$ cat src/rtl/riscv_pkg.sv
// Shared RV32I definitions: load/store funct3 encodings and the LSU state type.
package riscv_pkg;

  localparam logic [2:0] F3_B  = 3'b000;
  localparam logic [2:0] F3_H  = 3'b001;
  localparam logic [2:0] F3_W  = 3'b010;
  localparam logic [2:0] F3_BU = 3'b100;
  localparam logic [2:0] F3_HU = 3'b101;

  typedef enum logic [1:0] {IDLE, ACCESS, DONE} lsu_state_t;

endpackage

$ cat src/rtl/mem_stage_lsu_load_align.sv
// Combinational load formatter: picks the byte/half/word addressed by lane out of
// a memory word and sign- or zero-extends it according to funct3.
module load_align
  import riscv_pkg::*;
(
  input  logic [31:0] rdata,
  input  logic [2:0]  funct3,
  input  logic [1:0]  lane,
  output logic [31:0] result
);

  logic [7:0]  byte_sel;
  logic [15:0] half_sel;

  always_comb begin
    case (lane)
      2'd0:    byte_sel = rdata[7:0];
      2'd1:    byte_sel = rdata[15:8];
      2'd2:    byte_sel = rdata[23:16];
      default: byte_sel = rdata[31:24];
    endcase
    half_sel = lane[1] ? rdata[31:16] : rdata[15:0];
  end

  always_comb begin
    case (funct3)
      F3_B:    result = {{24{byte_sel[7]}}, byte_sel};
      F3_BU:   result = {24'h0, byte_sel};
      F3_H:    result = {{16{half_sel[15]}}, half_sel};
      F3_HU:   result = {16'h0, half_sel};
      default: result = rdata;
    endcase
  end

endmodule

$ cat src/rtl/mem_stage_lsu.sv
// MEM-stage load/store unit: validates the access, issues one req/ready
// transaction to data memory, formats load data and stalls the pipeline meanwhile.
module mem_stage_lsu
  import riscv_pkg::*;
#(
  parameter int ADDR_W = 32
) (
  input  logic              clk,
  input  logic              reset,
  input  logic              MemReadM,
  input  logic              MemWriteM,
  input  logic [2:0]        Funct3M,
  input  logic [31:0]       ALUResultM,
  input  logic [31:0]       WriteDataM,
  output logic              mem_req,
  output logic              mem_we,
  output logic [ADDR_W-1:0] mem_addr,
  output logic [31:0]       mem_wdata,
  output logic [3:0]        mem_wstrb,
  input  logic [31:0]       mem_rdata,
  input  logic              mem_ready,
  output logic [31:0]       ReadDataM,
  output logic              StallM,
  output logic              FaultM
);

  lsu_state_t        state, state_nxt;
  logic              access, fault, latch;
  logic              f3_ok, misalign;
  logic [1:0]        lane;
  logic [31:0]       fmt_wdata;
  logic [3:0]        fmt_wstrb;
  logic              req_we;
  logic [2:0]        req_f3;
  logic [ADDR_W-1:0] req_addr;
  logic [31:0]       req_wdata;
  logic [3:0]        req_wstrb;
  logic [31:0]       load_data;

  assign access = MemReadM | MemWriteM;
  assign lane   = ALUResultM[1:0];

  always_comb begin
    if (MemReadM)
      f3_ok = (Funct3M == F3_B) || (Funct3M == F3_H) || (Funct3M == F3_W) ||
              (Funct3M == F3_BU) || (Funct3M == F3_HU);
    else
      f3_ok = (Funct3M == F3_B) || (Funct3M == F3_H) || (Funct3M == F3_W);
    misalign = ((Funct3M[1:0] == 2'b01) && lane[0]) ||
               ((Funct3M[1:0] == 2'b10) && (lane != 2'b00));
    fault    = (MemReadM & MemWriteM) | ~f3_ok | misalign;
  end

  // Store data is replicated across lanes so memory only needs the strobes.
  always_comb begin
    case (Funct3M[1:0])
      2'b00: begin
        fmt_wdata = {4{WriteDataM[7:0]}};
        fmt_wstrb = 4'b0001 << lane;
      end
      2'b01: begin
        fmt_wdata = {2{WriteDataM[15:0]}};
        fmt_wstrb = 4'b0011 << lane;
      end
      default: begin
        fmt_wdata = WriteDataM;
        fmt_wstrb = 4'b1111;
      end
    endcase
    if (!MemWriteM) fmt_wstrb = 4'b0000;
  end

  always_comb begin
    state_nxt = state;
    StallM    = 1'b0;
    FaultM    = 1'b0;
    latch     = 1'b0;
    case (state)
      IDLE: begin
        if (access) begin
          if (fault) begin
            FaultM = 1'b1;
          end else begin
            StallM    = 1'b1;
            latch     = 1'b1;
            state_nxt = ACCESS;
          end
        end
      end
      ACCESS: begin
        StallM = 1'b1;
        if (mem_ready) state_nxt = DONE;
      end
      // DONE deliberately ignores the MEM inputs so the instruction is not re-issued.
      DONE:    state_nxt = IDLE;
      default: state_nxt = IDLE;
    endcase
  end

  always_ff @(posedge clk or posedge reset) begin
    if (reset) begin
      state     <= IDLE;
      req_we    <= 1'b0;
      req_f3    <= 3'b000;
      req_addr  <= '0;
      req_wdata <= 32'h0;
      req_wstrb <= 4'h0;
      ReadDataM <= 32'h0;
    end else begin
      state <= state_nxt;
      if (latch) begin
        req_we    <= MemWriteM;
        req_f3    <= Funct3M;
        req_addr  <= ALUResultM[ADDR_W-1:0];
        req_wdata <= fmt_wdata;
        req_wstrb <= fmt_wstrb;
      end
      if ((state == ACCESS) && mem_ready && !req_we)
        ReadDataM <= load_data;
    end
  end

  load_align u_load_align (
    .rdata  (mem_rdata),
    .funct3 (req_f3),
    .lane   (req_addr[1:0]),
    .result (load_data)
  );

  assign mem_req   = (state == ACCESS);
  assign mem_we    = req_we;
  assign mem_addr  = {req_addr[ADDR_W-1:2], 2'b00};
  assign mem_wdata = req_wdata;
  assign mem_wstrb = req_wstrb;

endmodule

$ cat config.mk
export PLATFORM = sky130hd
export DESIGN_NAME = mem_stage_lsu
export DESIGN_NICKNAME = d
export VERILOG_FILES = /design/src/rtl/riscv_pkg.sv /design/src/rtl/mem_stage_lsu_load_align.sv /design/src/rtl/mem_stage_lsu.sv
export SDC_FILE = /design/constraint.sdc
export NUM_CORES = 1
export LEC_CHECK = 0
export CAP_MARGIN = 20
export CELL_PAD_IN_SITES_DETAIL_PLACEMENT = 1
export CELL_PAD_IN_SITES_GLOBAL_PLACEMENT = 1
export CORE_MARGIN = 2
export CORE_UTILIZATION = 39
export CTS_BUF_LIST = sky130_fd_sc_hd__clkbuf_8
export DETAILED_ROUTE_END_ITERATION = 16
export HOLD_SLACK_MARGIN = 0.1
export PLACE_DENSITY_LB_ADDON = 0.3
export SLEW_MARGIN = 20
export SYNTH_ARGS = -nofsm -noshare
export SYNTH_HDL_FRONTEND = slang
export SYNTH_HIERARCHICAL = 1
export SYNTH_SLANG_ARGS = --single-unit
$ cat constraint.sdc
create_clock -name clk -period 6.53 [get_ports clk]
set_input_delay 0.653 -clock clk [delete_from_list [all_inputs] [get_ports clk]]
set_output_delay 0.653 -clock clk [all_outputs]
set_load 0.01 [all_outputs]
# Yosys cells after proc, flatten, opt, wreduce, memory -nomap -nowiden
# Index checks and enable logic that the tools add are counted.
dict set report totals {
  word_cells 64
  ff_bits 106
  in_bits 104
  out_inout_bits 104
}
dict set report op_classes {
  n_mux 18
  n_reduce_logical 17
  shifts 2
  n_eq_ne 15
  bitwise_logic 5
}
# op n
set op_table {}
lappend op_table {{$pmux W32 S4} 1}
lappend op_table {{$pmux W32 S2} 1}
lappend op_table {{$pmux W8 S3} 1}
lappend op_table {{$mux W16} 1}
lappend op_table {{$eq A3 B3 Y1 const B} 4}
lappend op_table {{$pmux W4 S2} 1}
lappend op_table {{$mux W1} 7}
lappend op_table {{$eq A2 B1 Y1 const B} 3}
lappend op_table {{$eq A3 B1 Y1 const B} 2}
lappend op_table {{$logic_not A2 Y1} 3}
lappend op_table {{$logic_not A3 Y1} 2}
lappend op_table {{$mux W2} 3}
lappend op_table {{$logic_or A1 B1 Y1} 5}
lappend op_table {{$eq A2 B2 Y1 const B} 2}
lappend op_table {{$logic_and A1 B1 Y1} 4}
lappend op_table {{$mux W4} 1}
lappend op_table {{$ne A2 B2 Y1 const B} 2}
lappend op_table {{$pmux W2 S2} 1}
lappend op_table {{$shl A1 B2 Y4 const A} 1}
lappend op_table {{$shl A2 B2 Y4 const A} 1}
lappend op_table {{$eq A3 B2 Y1 const B} 1}
lappend op_table {{$or A1 B1 Y1} 3}
lappend op_table {{$reduce_and A3 Y1} 1}
lappend op_table {{$ne A2 B1 Y1 const B} 1}
lappend op_table {{other kinds (5)} 5}

# Longest topological paths before layout
dict set report logic_depth {
  word_depth 12
  depth_mapped 7
  depth_no_buf 5
}

# Modules after synthesis
# Netlist, hierarchy kept.
# mod area_each_um2 cells_per_inst instances seq_area_each_um2
set modules_own_cells {}
lappend modules_own_cells {mem_stage_lsu 4986.0 330 1 2652.5}
lappend modules_own_cells {load_align 969.7 133 1 0.0}

# Worst setup path before layout
# OpenSTA, ideal clock, no wires.
dict set report synth_timing {
  path_type {input to register}
  start {in Funct3M[0]}
  end {reg req_wdata[0], in the netlist mem_wdata[0]}
  stages 7
  arrival_time_ns 2.091
  required_time_ns 6.405
  setup_ns 0.125
  slack_ns 4.314
  cell_sequence {clkbuf_1 > o41ai_2 > nand3_1 > or3_1 > buf_6 > buf_6 > mux2_4}
}
dict set report synth_between {
  elab_chain_len 12
  elab_cells_between_ends 21
  cone_classes {6 x eq/ne; 4 x mux; 3 x bitwise; 8 x reduce/logical}
}
# element line
set synth_rtl {}
lappend synth_rtl {{start, declared} mem_stage_lsu.sv:12} ;# input logic [2:0] Funct3M,
lappend synth_rtl {{$eq A3 B1 Y1 or $logic_not A3 Y1 (tied branches)} {mem_stage_lsu.sv:45, mem_stage_lsu.sv:48}}
lappend synth_rtl {{$logic_or A1 B1 Y1 (2 in series)} {mem_stage_lsu.sv:45, mem_stage_lsu.sv:48}}
lappend synth_rtl {{$logic_or A1 B1 Y1} mem_stage_lsu.sv:45} ;# f3_ok = (Funct3M == F3_B) || (Funct3M == F3_H) || (Funct3M == F3_W) ||
lappend synth_rtl {{$logic_or A1 B1 Y1} mem_stage_lsu.sv:46} ;# (Funct3M == F3_BU) || (Funct3M == F3_HU);
lappend synth_rtl {{$mux W1} mem_stage_lsu.sv:44} ;# if (MemReadM)
lappend synth_rtl {{$not A1 Y1} mem_stage_lsu.sv:51} ;# fault = (MemReadM & MemWriteM) | ~f3_ok | misalign;
lappend synth_rtl {{$or A1 B1 Y1} mem_stage_lsu.sv:51}
lappend synth_rtl {{$or A1 B1 Y1 *} mem_stage_lsu.sv:51}
lappend synth_rtl {{$mux W1 *} mem_stage_lsu.sv:81} ;# if (fault) begin
lappend synth_rtl {{$mux W1 *} mem_stage_lsu.sv:80} ;# if (access) begin
lappend synth_rtl {{$mux W1 *} mem_stage_lsu.sv:78} ;# case (state)
lappend synth_rtl {{end signal, assigned} mem_stage_lsu.sv:115} ;# req_wdata <= fmt_wdata;
lappend synth_rtl {{end, declared} mem_stage_lsu.sv:36} ;# logic [31:0] req_wdata;
# Mark *: on every way between the ends. The rest lies on a longest branch, timed or not.
# A chain may end at the register's enable or synchronous reset.

# Worst setup path after layout
dict set report layout_timing {
  start {in Funct3M[0]}
  end {out StallM}
}
dict set report layout_between {
  elab_chain_len 12
  elab_cells_between_ends 21
  cone_classes {6 x eq/ne; 4 x mux; 3 x bitwise; 8 x reduce/logical}
}
# element line
set layout_rtl {}
lappend layout_rtl {{$eq A3 B1 Y1 or $logic_not A3 Y1 (tied branches)} {mem_stage_lsu.sv:45, mem_stage_lsu.sv:48}}
lappend layout_rtl {{$logic_or A1 B1 Y1 (2 in series)} {mem_stage_lsu.sv:45, mem_stage_lsu.sv:48}}
lappend layout_rtl {{$logic_or A1 B1 Y1} mem_stage_lsu.sv:45}
lappend layout_rtl {{$logic_or A1 B1 Y1} mem_stage_lsu.sv:46}
lappend layout_rtl {{$mux W1} mem_stage_lsu.sv:44}
lappend layout_rtl {{$not A1 Y1} mem_stage_lsu.sv:51}
lappend layout_rtl {{$or A1 B1 Y1} mem_stage_lsu.sv:51}
lappend layout_rtl {{$or A1 B1 Y1 *} mem_stage_lsu.sv:51}
lappend layout_rtl {{$mux W1 *} mem_stage_lsu.sv:81}
lappend layout_rtl {{$mux W1 *} mem_stage_lsu.sv:80}
lappend layout_rtl {{$pmux W1 S2 *} mem_stage_lsu.sv:78}
lappend layout_rtl {{end, declared} mem_stage_lsu.sv:23} ;# output logic StallM,
# Marks and branches as above.

==> results.py <==
metrics = {
    "finish": {
        "antenna_cells": 0,
        "nets": 724,
        "seq_area_sq_um": 2650,
        "syn_to_final_growth_pct": 33.7,
        "layout_commonest_cell": "clkdlybuf4s50_1",
        "multiInputGateArea_sq_um": 2720,
        "stdcell_count": 813,
        "layout_common_cells": "205 x clkdlybuf4s50_1, 106 x dfrtp_1, 67 x mux2_4, 51 x mux2_2, 31 x nor2_1",
        "fillers": 1541,
        "post_route_cells_drive_above_1_share_pct": 23.5,
    },
    "clock_network": {
        "cts_tree": "built",
        "post-cts-setup-buffers": 0,
        "cts.sink_count": 106,
        "cts_root_buf": "clkbuf_8",
        "cts_htree_levels": 3,
        "holdBufCountCts": 0,
        "clk_pin_slew_ps": 100,
        "insertion_delay_ps": 380,
        "cts_buffers": 9,
        "cts.path.max_buffers": 2,
        "cts_resized": 0,
    },
    "worst_hold_path": {
        "holdPathEnd": "ReadDataM[4]",
        "min-delay-start": "ReadDataM[4]",
        "min_path_cells": 1,
        "hold_path_class": "reg2reg",
    },
    "global_routing": {
        "grt_max_degree": 84,
        "grt.busiest_layer": "met2",
        "grt_pass1_vias": 4672,
        "met2_usage_pct": 34.6,
        "track_usage_pct": 20.6,
        "grt_pass1_wl_um": 26100,
        "grtUsageMet3_pct": 5.15,
        "met1_usage_pct": 26.1,
        "antenna_found_initial": 0,
        "grt_overflow_total": 0,
    },
    "route": {
        "detail_route.iter0.violations": 147,
        "post-route-drc-count": 0,
        "drt_wl_total_um": 16500,
        "vias": 4261,
        "wl_per_cell_um": 20.4,
        "ant_nets": 0,
        "routed_via_density": 5.24,
        "dr.pass1.iters": 4,
    },
    "place": {
        "place_congestion": 0.806,
        "hpwl_um": 12100,
        "port_buffers": 205,
        "placed_cells": 797,
    },
    "synthesis": {
        "yosysWarnings": 6,
        "synthMuxAreaShare_pct": 32.1,
        "synth_top_family_by_area": "multiplexers",
        "synth_fa_ha_area_share_pct": 0,
        "ys.flop_type": "dfrtp_1",
        "avgSynthCellArea_sq_um": 12.9,
        "ys_ff_latch": 106,
        "ys_types": 37,
        "ys_seq_area_share_pct": 44.5,
        "synth-xor-area-share_pct": 0,
        "synth_area_sq_um": 5960,
        "synth.top_cell.area_share_pct": 44.5,
        "synth_cells": 463,
        "synthSimpleGateAreaFrac_pct": 5.15,
        "synth_compound_area_share_pct": 8.11,
        "ys_top_cells_by_area": "dfrtp_1 45%, mux2_4 17%, mux2_2 9.6%, buf_4 4.2%, mux4_1 3.1%",
        "synth-edff-count": 0,
        "synth_area_leader_cell": "dfrtp_1",
        "async_flop_share_pct": 100,
    },
    "setup_path": {
        "crit_path_start_kind": "input pin",
        "r2r_slack_ps": 3980,
        "r2r_cells": 4,
        "timing.rr.start": "req_addr[1]",
        "r2r-end": "ReadDataM[30]",
        "crit_fanout": 14,
        "critPathRequiredTime_ps": 5880,
        "crit_start": "Funct3M[0]",
        "end_kind": "output port",
        "critPathArrivalTime_ps": 2840,
        "worstSetupPathType": "in2out",
    },
    "pwr": {
        "peakVddDrop_mv": 0.142,
        "leakage_uw": 0.00354,
        "p_per_area_nw_per_um2": 376,
    },
    "sta": {
        "finalSetupViolCount": 0,
        "setup_tns_ps": 0,
        "period_share_pct": 53.4,
        "skew_ps": 11.2,
        "hold_viol_final": 0,
        "fmax_mhz": 287,
        "slew_violations": 0,
        "rsz0062_at_grt": "no",
        "worst_pin_slew_ps": 1070,
        "relSlewSlack_pct": 28.5,
        "period_minus_slack_ps": 3490,
    },
    "floorplanning": {
        "initial_utilization_pct": 39.6,
        "die_width_um": 128,
        "core_sq_um": 15000,
        "die_area_sq_um": 16300,
        "dieHeight_um": 128,
        "design.portCount": 208,
        "row_count": 45,
    },
    "status": {
        "status": "finished clean",
    },
    "flow_run": {
        "max_cap_viol_count": 0,
    },
}
kinds of logic after synthesis:
kind of cell | Yosys count
AO/OA/AOI/OAI | 68
buffers and inverters | 81
flip-flops | 106
multiplexers | 140
other | 1
AND/OR/NAND/NOR | 67
state kept, by name, indices dropped and copies added (netlist names):
name,flops
req_f3,3
state,2
ReadDataM,32
mem_we,1
mem_wstrb,4
req_addr,32
mem_wdata,32
stage by stage:
| step | area (sq um) | util [%] | setup slack [ps] | total power [uW] | hold WS, ps |
|---|---|---|---|---|---|
| after global routing | 7970 | 53.0 | 2880 | 3160 | 530 |
| after global placement | 7750 | 51.6 | 2820 | 2530 | 491 |
| final | 7970 | 53.0 | 3040 | 2990 | 517 |
| after floorplan | 5960 | - | 3090 | 1950 | 481 |
| after detailed placement | 7750 | 51.6 | 2760 | 2580 | 493 |
| after CTS | 7960 | 53.0 | 3000 | 3030 | 521 |
power breakdown:
group | internal [uW] | leakage, uW | switching (uW)
logic | 881 | 0.00215 | 573
registers | 912 | 0.00127 | 198
clock network | 197 | 0.000112 | 231
total | 1990 | 0.00354 | 1000
cells in the mapped netlist (all sizes together) (6+ instances only):
cell type,number
nand2,15
mux2,118
clkbuf,6
nor2b,12
a311oi,7
mux4,7
o221ai,7
o22ai,16
a21oi,15
nor2,31
o21ai,16
inv,16
buf,58
dfrtp,106
mux2i,15
worst max-delay path by stage:
stage	to	slack (ps)	depth (start not counted)
finish	StallM	3040	5
global route	StallM	2880	5
CTS	StallM	3000	5
detailed placement	mem_we	2760	6
global placement	req_f3[2]	2820	6
floorplan	ReadDataM[0]	3090	1
metal layers:
metal | wire length [um] | part of all wire (%)
met5 | 0 | 0
met2 | 8190 | 50
met4 | 323 | 2.0
met1 | 6860 | 41
met3 | 1170 | 7.1
cell type report:
type,count,area share (%)
inverters,17,0.833
clock inverters,5,0.691
clock buffers,11,1.90
repair buffers,209,26.2
flip-flops and latches,106,33.3
multi-input cells,277,34.1
well taps,188,2.95
critical path: stages:
cell,delay (ps)
clkdlybuf4s50_1,780
o41ai_2,440
nand3_1,160
o21ai_0,220
clkdlybuf4s50_1,580
No activity file was read; power rests on OpenSTA's default activity.
